## src/rtl/ws2812_frame_driver.sv

```systemverilog
// WS2812 single-wire frame serialiser: captures a frame of NUM_LEDS GRB pixels,
// scales each channel by a global brightness and emits cycle-exact bit timing plus latch.
module ws2812_frame_driver #(
   parameter int NUM_LEDS = 6,
   parameter int T0H      = 8,
   parameter int T0L      = 17,
   parameter int T1H      = 18,
   parameter int T1L      = 7,
   parameter int TRESET   = 1200
) (
   input  logic                     clk,
   input  logic                     rst,
   input  logic [24*NUM_LEDS-1:0]   frame,
   input  logic [7:0]               brightness,
   input  logic                     start,
   output logic                     busy,
   output logic                     done,
   output logic                     dout
);

   localparam int PIX_W = (NUM_LEDS > 1) ? $clog2(NUM_LEDS) : 1;
   localparam int TMAX_A = (T0H > T0L) ? T0H : T0L;
   localparam int TMAX_B = (T1H > T1L) ? T1H : T1L;
   localparam int TMAX_C = (TMAX_A > TMAX_B) ? TMAX_A : TMAX_B;
   localparam int TMAX = (TMAX_C > TRESET) ? TMAX_C : TRESET;
   localparam int TW = $clog2(TMAX + 1);

   typedef enum logic [1:0] {IDLE, HIGH, LOW, LATCH} state_t;

   state_t                  state;
   logic [24*NUM_LEDS-1:0]  frame_q;
   logic [7:0]              bright_q;
   logic [23:0]             shifter;
   logic [4:0]              bit_cnt;
   logic [PIX_W-1:0]        pix_cnt;
   logic [TW-1:0]           tcnt;

   logic [23:0]             first_word;
   logic [23:0]             next_raw;
   logic [23:0]             next_word;
   logic                    last_bit;

   // Per-channel scale: keep the top byte of c * (brightness + 1).
   function automatic logic [23:0] scale(input logic [23:0] px, input logic [7:0] b);
      logic [15:0] prod;
      logic [23:0] res;
      res = '0;
      for (int ch = 0; ch < 3; ch++) begin
         prod = {8'd0, px[8*ch +: 8]} * ({8'd0, b} + 16'd1);
         res[8*ch +: 8] = prod[15:8];
      end
      return res;
   endfunction

   function automatic logic [TW-1:0] high_len(input logic b);
      return b ? TW'(T1H - 1) : TW'(T0H - 1);
   endfunction

   function automatic logic [TW-1:0] low_len(input logic b);
      return b ? TW'(T1L - 1) : TW'(T0L - 1);
   endfunction

   always_comb begin
      next_raw = '0;
      for (int i = 0; i < NUM_LEDS; i++) begin
         if (PIX_W'(i) == pix_cnt + PIX_W'(1)) next_raw = frame_q[24*i +: 24];
      end
      first_word = scale(frame[23:0], brightness);
      next_word  = (bit_cnt == 5'd23) ? scale(next_raw, bright_q) : {shifter[22:0], 1'b0};
      last_bit   = (bit_cnt == 5'd23) && (pix_cnt == PIX_W'(NUM_LEDS - 1));
   end

   // tcnt holds the remaining cycles minus one of the current phase.
   always_ff @(posedge clk) begin
      if (rst) begin
         state    <= IDLE;
         busy     <= 1'b0;
         done     <= 1'b0;
         dout     <= 1'b0;
         frame_q  <= '0;
         bright_q <= '0;
         shifter  <= '0;
         bit_cnt  <= '0;
         pix_cnt  <= '0;
         tcnt     <= '0;
      end else begin
         done <= 1'b0;
         case (state)
            IDLE: begin
               if (start) begin
                  state    <= HIGH;
                  busy     <= 1'b1;
                  dout     <= 1'b1;
                  frame_q  <= frame;
                  bright_q <= brightness;
                  shifter  <= first_word;
                  bit_cnt  <= '0;
                  pix_cnt  <= '0;
                  tcnt     <= high_len(first_word[23]);
               end
            end
            HIGH: begin
               if (tcnt == '0) begin
                  state <= LOW;
                  dout  <= 1'b0;
                  tcnt  <= low_len(shifter[23]);
               end else begin
                  tcnt <= tcnt - TW'(1);
               end
            end
            LOW: begin
               if (tcnt != '0) begin
                  tcnt <= tcnt - TW'(1);
               end else if (last_bit) begin
                  state <= LATCH;
                  tcnt  <= TW'(TRESET - 1);
               end else begin
                  state   <= HIGH;
                  dout    <= 1'b1;
                  shifter <= next_word;
                  tcnt    <= high_len(next_word[23]);
                  if (bit_cnt == 5'd23) begin
                     bit_cnt <= '0;
                     pix_cnt <= pix_cnt + PIX_W'(1);
                  end else begin
                     bit_cnt <= bit_cnt + 5'd1;
                  end
               end
            end
            LATCH: begin
               if (tcnt == '0) begin
                  state <= IDLE;
                  busy  <= 1'b0;
                  done  <= 1'b1;
               end else begin
                  tcnt <= tcnt - TW'(1);
               end
            end
            default: state <= IDLE;
         endcase
      end
   end

endmodule

```

## config.mk

```make
export PLATFORM = sky130hd
export DESIGN_NAME = ws2812_frame_driver
export DESIGN_NICKNAME = d
export VERILOG_FILES = /design/src/rtl/ws2812_frame_driver.sv
export SDC_FILE = /design/constraint.sdc
export NUM_CORES = 1
export LEC_CHECK = 0
export ABC_AREA = 1
export CAP_MARGIN = 20
export CORE_ASPECT_RATIO = 1.25
export CORE_MARGIN = 5
export CORE_UTILIZATION = 60
export DETAILED_ROUTE_END_ITERATION = 16
export PLACE_DENSITY = 0.9
export SKIP_CTS_REPAIR_TIMING = 1
export SYNTH_ARGS = -nofsm -noshare
export SYNTH_HDL_FRONTEND = slang
export SYNTH_SLANG_ARGS = --single-unit
```

## constraint.sdc

```tcl
create_clock -name clk -period 8.89 [get_ports clk]
set_clock_uncertainty 0.15 [all_clocks]
set_input_delay 2.667 -clock clk [delete_from_list [all_inputs] [get_ports clk]]
set_output_delay 2.667 -clock clk [all_outputs]
set_load 0.02 [all_outputs]
```

==> metrics.md <==
| Metric | Value |
|---|---|
| Layout cells sized above 1 | 3.82% |
| P&R area growth vs syn | 12.1% |
| CTS max path bufs | 2 |
| Die footprint | 0.0398 sq mm |
| Crit path from | brightness[1] |
| Total congestion overflow | 0 |
| Initial DRC Count | roughly 2100 |
| WL per Instance | 18.0 microns |
| Core area | 0.0354 sq mm |
| Slowest stage cell, crit path | fa_1 |
| Critical Path Sink Type | flip-flop |
| Critical path type | primary input to flip-flop |
| Global placement routability congestion | 1.01 |
| Most used DFF post-synth | dfxtp_1 |
| Worst-Skew Late Latency | 470 ps |
| Residual DRC | 0 |
| CTS tree | yes |
| Setup violations, final | 0 |
| Final period utilization | 93.1% |
| Fmax | 121 MHz |
| Clock sinks | 200 |
| DRT Pass-1 Iters | 6 |
| Number of hold violations in the final report | 0 |
| Max incr delay on CP | between 500 and 600 ps |
| Vias | between 20000 and 25000 |
| Vias/cell | 5.75 |
| Reg2reg setup slack | 2100 ps |
| Slew @ Worst Pin | about 1000 ps |
| Die height | 222 microns |
| Crit path capture | tcnt[4] |
| Netlist Area Pre-Place | 0.0215 sq mm |
| IO Port Bufs | 157 |
| Critical path's most frequent cell | nand2_1 |
| CTS H-Tree Depth | 4 |
| Num rows | 77 |
| Worst EP required | 9070 ps |
| Net count after synthesis | 3556 |
| WL final | 63700 microns |
| Synth async-reset ratio | 0% |
| Min cycle time layout | 8270 ps |
| Clock slew at reported path FFs | roughly 90 ps |
| Nets@finish | 3642 |
| Num ports | 158 |
| Leak pwr | about 12 nW |
| Syn Inst Count | 2960 |
| Crit path arrival time | between 8000 and 9000 ps |
| Reg-to-Reg Start | bright_q[0] |
| Most common cell after layout, fill and taps aside | nand2_1 |
| VDD IR max | between 0.1 and 0.15 mV |
| Post-DP HPWL | 50100 microns |
| Avg Cell Area, Syn | just over 7 sq um |
| Initial core utilization | 60.8% |
| Largest net degree at the start of global routing | 120 |
| Max cap viols | 0 |
| Die X | 179 microns |
| PwrDens | 180 mW/mm^2 |
| Netlist cell types | 53 |
| EDFF count, synth | 0 |
| Global-route usage over all layers | 32.1% |
| ANT cells | 0 |
| DP Area | 0.0234 sq mm |
| Status | completed |
| Seq/Total Area, Yosys | 18.6% |
| CTS root buf | clkbuf_16 |
| Yosys warns | 0 |
| Worst slew margin | 33.2% |
| #FFs+latches synth | 200 |
| Antenna violations before repair | 0 |
| Design area | 0.0241 sq mm |
| RSZ-0062 raised after global routing | no |
| FF-to-FF path depth | 24 |
| Startpoint class of the critical path | primary input |
| Final ANT Viol Nets | 0 |
| Worst min path class | flip-flop to flip-flop |
| Final slew viol count | 0 |
| Commonest cells after routing, fill and taps aside | nand2_1, nor2_1, inv_1 |
| Global-route wire length before repair | 102000 microns |
| Num CTS Buffers | 17 |
| Worst-path fanout max | 18 |
| Worst r2r dst | tcnt[1] |
| Vias in the first global route | 20775 |
| Setup TNS | 0 ps |
-- layout make-up --
type                       count  area, sq um
clock inverter                15          229
sequential                   200         4000
clock buffer                  17          425
tap                          474          593
fill                        2905        11300
multi-input combinational   2163        15200
timing repair buffer         193         1860
inverter                     471         1770
-- metrics by stage --
step	power (mW)	instances	setup WS (ps)	util, %	hold WS [ps]
6_report	4.35	3533	616	68.2	314
5_1_grt	4.72	3533	108	68.2	343
4_1_cts	4.32	3532	659	68.1	312
3_5_place_dp	3.44	3500	276	66.2	301
3_3_place_gp	3.35	3500	463	66.2	297
2_1_floorplan	2.79	2960	1200	-	280
-- power by group --
| part | internal, mW | leakage, nW | switching (mW) |
|---|---|---|---|
| registers | 1.06 | 1.66 | 0.0943 |
| clock network | 0.406 | 0.317 | 0.453 |
| logic | 0.869 | 10.1 | 1.46 |
| total | 2.34 | 12.1 | 2.01 |
-- Yosys cell counts (all sizes together), types with 22 or more instances --
cell    number  area (sq um)
fa         240          4800
nand4       33           206
dfxtp      200          4000
nand2      534          2080
nor2       517          1970
ha         201          2510
o211ai      27           218
o21ai      247          1240
clkbuf     104           390
a21oi      137           686
nand3      116           601
xor2        26           228
buf         22           133
inv        463          1740
-- how the worst min path moves through the flow --
stage	from	end	cells after the start
3_3_place_gp	frame_q[127]	frame_q[127]	2
4_1_cts	frame_q[127]	frame_q[127]	2
2_1_floorplan	frame_q[135]	frame_q[135]	2
5_1_grt	busy	busy	2
6_report	frame_q[127]	frame_q[127]	2
3_5_place_dp	frame_q[127]	frame_q[127]	2
-- metal layers --
layer / GRT usage, % / up-vias / wire length (microns)
met4: 18.7 / 0 / 4400
met5: 0 / - / 0
met2: 53.8 / 1041 / 30600
met3: 5.90 / 269 / 5340
li1: - / 9426 / -
met1: 38.3 / 9563 / 23400
-- worst max-delay path: cells and delay by family --
family	cells	cell delay (ps)
xor gates and xnor gates	1	200
and+or+nand+nor	15	1580
AOI/OAI and AO/OA	3	380
adders and majority gates	6	2490
buffers and inverters	4	1130
-- sequential cells by signal, summed over array words and instances, names as in the netlist --
register / cells
bit_cnt: 5
pix_cnt: 3
bright_q: 8
done: 1
frame_q: 144
dout: 1
tcnt: 11
busy: 1
state: 2
shifter: 24
-- cell families after synthesis --
group	Yosys count	synth area share [%]
AO/OA/AOI/OAI	442	11.1
XOR/XNOR	42	1.71
adder cells (fa/ha/maj)	441	34.0
buffers and inverters	597	10.7
flip-flops	200	18.6
AND/OR/NAND/NOR	1238	23.9
(Power assumes the default switching activity.)
==> variant, RTL diff (config.mk and constraints unchanged) <==
Change the parameter `T1L` from 7 to 6.
--- a/src/rtl/ws2812_frame_driver.sv
+++ b/src/rtl/ws2812_frame_driver.sv
@@ -5,7 +5,7 @@
    parameter int T0H      = 8,
    parameter int T0L      = 17,
    parameter int T1H      = 18,
-   parameter int T1L      = 7,
+   parameter int T1L      = 6,
    parameter int TRESET   = 1200
 ) (
    input  logic                     clk,
Function: no difference found for any inputs over 10 cycles, from zero or initial values and one cycle with rst high; that may be too few to reach the edited logic, so the function may still have changed.
==> variant against the original RTL <==
Via count down 0.24%; setup slack better by 0.018 ns; sequential cell count unchanged; cell count down 0.17%; core utilization down 0.13 points; synthesized cell count unchanged; wire length down 1.8%; hold slack about the same; total power down 0.80%; final area about the same; area after synthesis up 0.35%; critical path type unchanged; largest power group unchanged.
==> variant: results (changes against the original RTL) <==
| Metric | Value |
|---|---|
| Synth top cells by count | 509 x nand2_1, 509 x nor2_1, 448 x inv_1, 241 x o21ai_0, 240 x fa_1 (was 517 x nand2_1, 511 x nor2_1, 456 x inv_1, 240 x fa_1, 237 x o21ai_0) |
| Placed cell area | 23400 um2 (about the same) |
| Status | completed (unchanged) |
| Clock net power | 858 uW (was 859 uW) |
| Vias/cell | 5.74 (was 5.75) |
| Worst Setup EP | tcnt[1]$_SDFFE_PP0P_ (was tcnt[4]$_SDFFE_PP0P_) |
| R2r endpoint | tcnt[2]$_SDFFE_PP0P_ (was tcnt[1]$_SDFFE_PP0P_) |
| Reg-to-reg startpoint | pix_cnt[0]$_SDFFE_PP0P_ (was bright_q[0]$_SDFFE_PP0P_) |
| Cell Count Post-Placement | 3494 (was 3500) |
| Switching Share | 0.461 (was 0.462) |
| Post-Route M1 WL | 23700 um (was 23400 um) |
| WP data arrival | 8.47 ns (was 8.45 ns) |
| Synth Area per Inst | 7.29 um2 (was 7.27 um2) |
| DP HPWL | 49100 um (was 50100 um) |
| Layout cells sized above 1 | 0.0396 (was 0.0382) |
| R2R setup slack | 1.78 ns (was 2.10 ns) |
| Slew @ Worst Pin | 0.988 ns (was 0.998 ns) |
| GPL Wtd Cong | 1.05 (was 1.01) |
| Routed wire length | 62600 um (was 63700 um) |
| Nets | 3636 (was 3642) |
| First-pass GRT wire length | 102000 um (about the same) |
| Dpl ws | 0.322 ns (was 0.276 ns) |
| M2 GR Usage | 0.537 (was 0.538) |
| Area of the mapped netlist | 21600 um2 (was 21500 um2) |
| Worst Hold End | frame_q[135]$_SDFFE_PP0P_ (was frame_q[127]$_SDFFE_PP0P_) |
| Pwr per Cell Area | 179 nW/um2 (was 180 nW/um2) |
==> variant: cell types whose count changed after synthesis, sizes merged, moves of 4 or more <==
cell	unedited run	this run
xnor2	16	20
nand2	534	530
nor3	8	17
buf	22	26
inv	463	453
a21oi	137	149
nand3	116	111
xor2	26	21
o21ai	247	255
==> variant: cells by family (layout without fill, tap and decap cells) <==
group | after synthesis | in the layout | share of synthesized area
DFF | 200 | 200 | 0.186
and+or+nand+nor | 1236 | 1236 | 0.240
xor gates and xnor gates | 41 | 41 | 0.0166
buffers and inverters | 587 | 680 | 0.105
AOI/OAI and AO/OA | 455 | 455 | 0.113
adders and majority gates | 441 | 441 | 0.339
==> variant: final cells by class <==
cell class,instances,area [um2]
multi-input combinational,2173,15300
fill,2896,11300
sequential,200,4000
timing repair buffer,188,1820
inverter,460,1740
tap,474,593
clock buffer,17,425
clock inverter,15,233
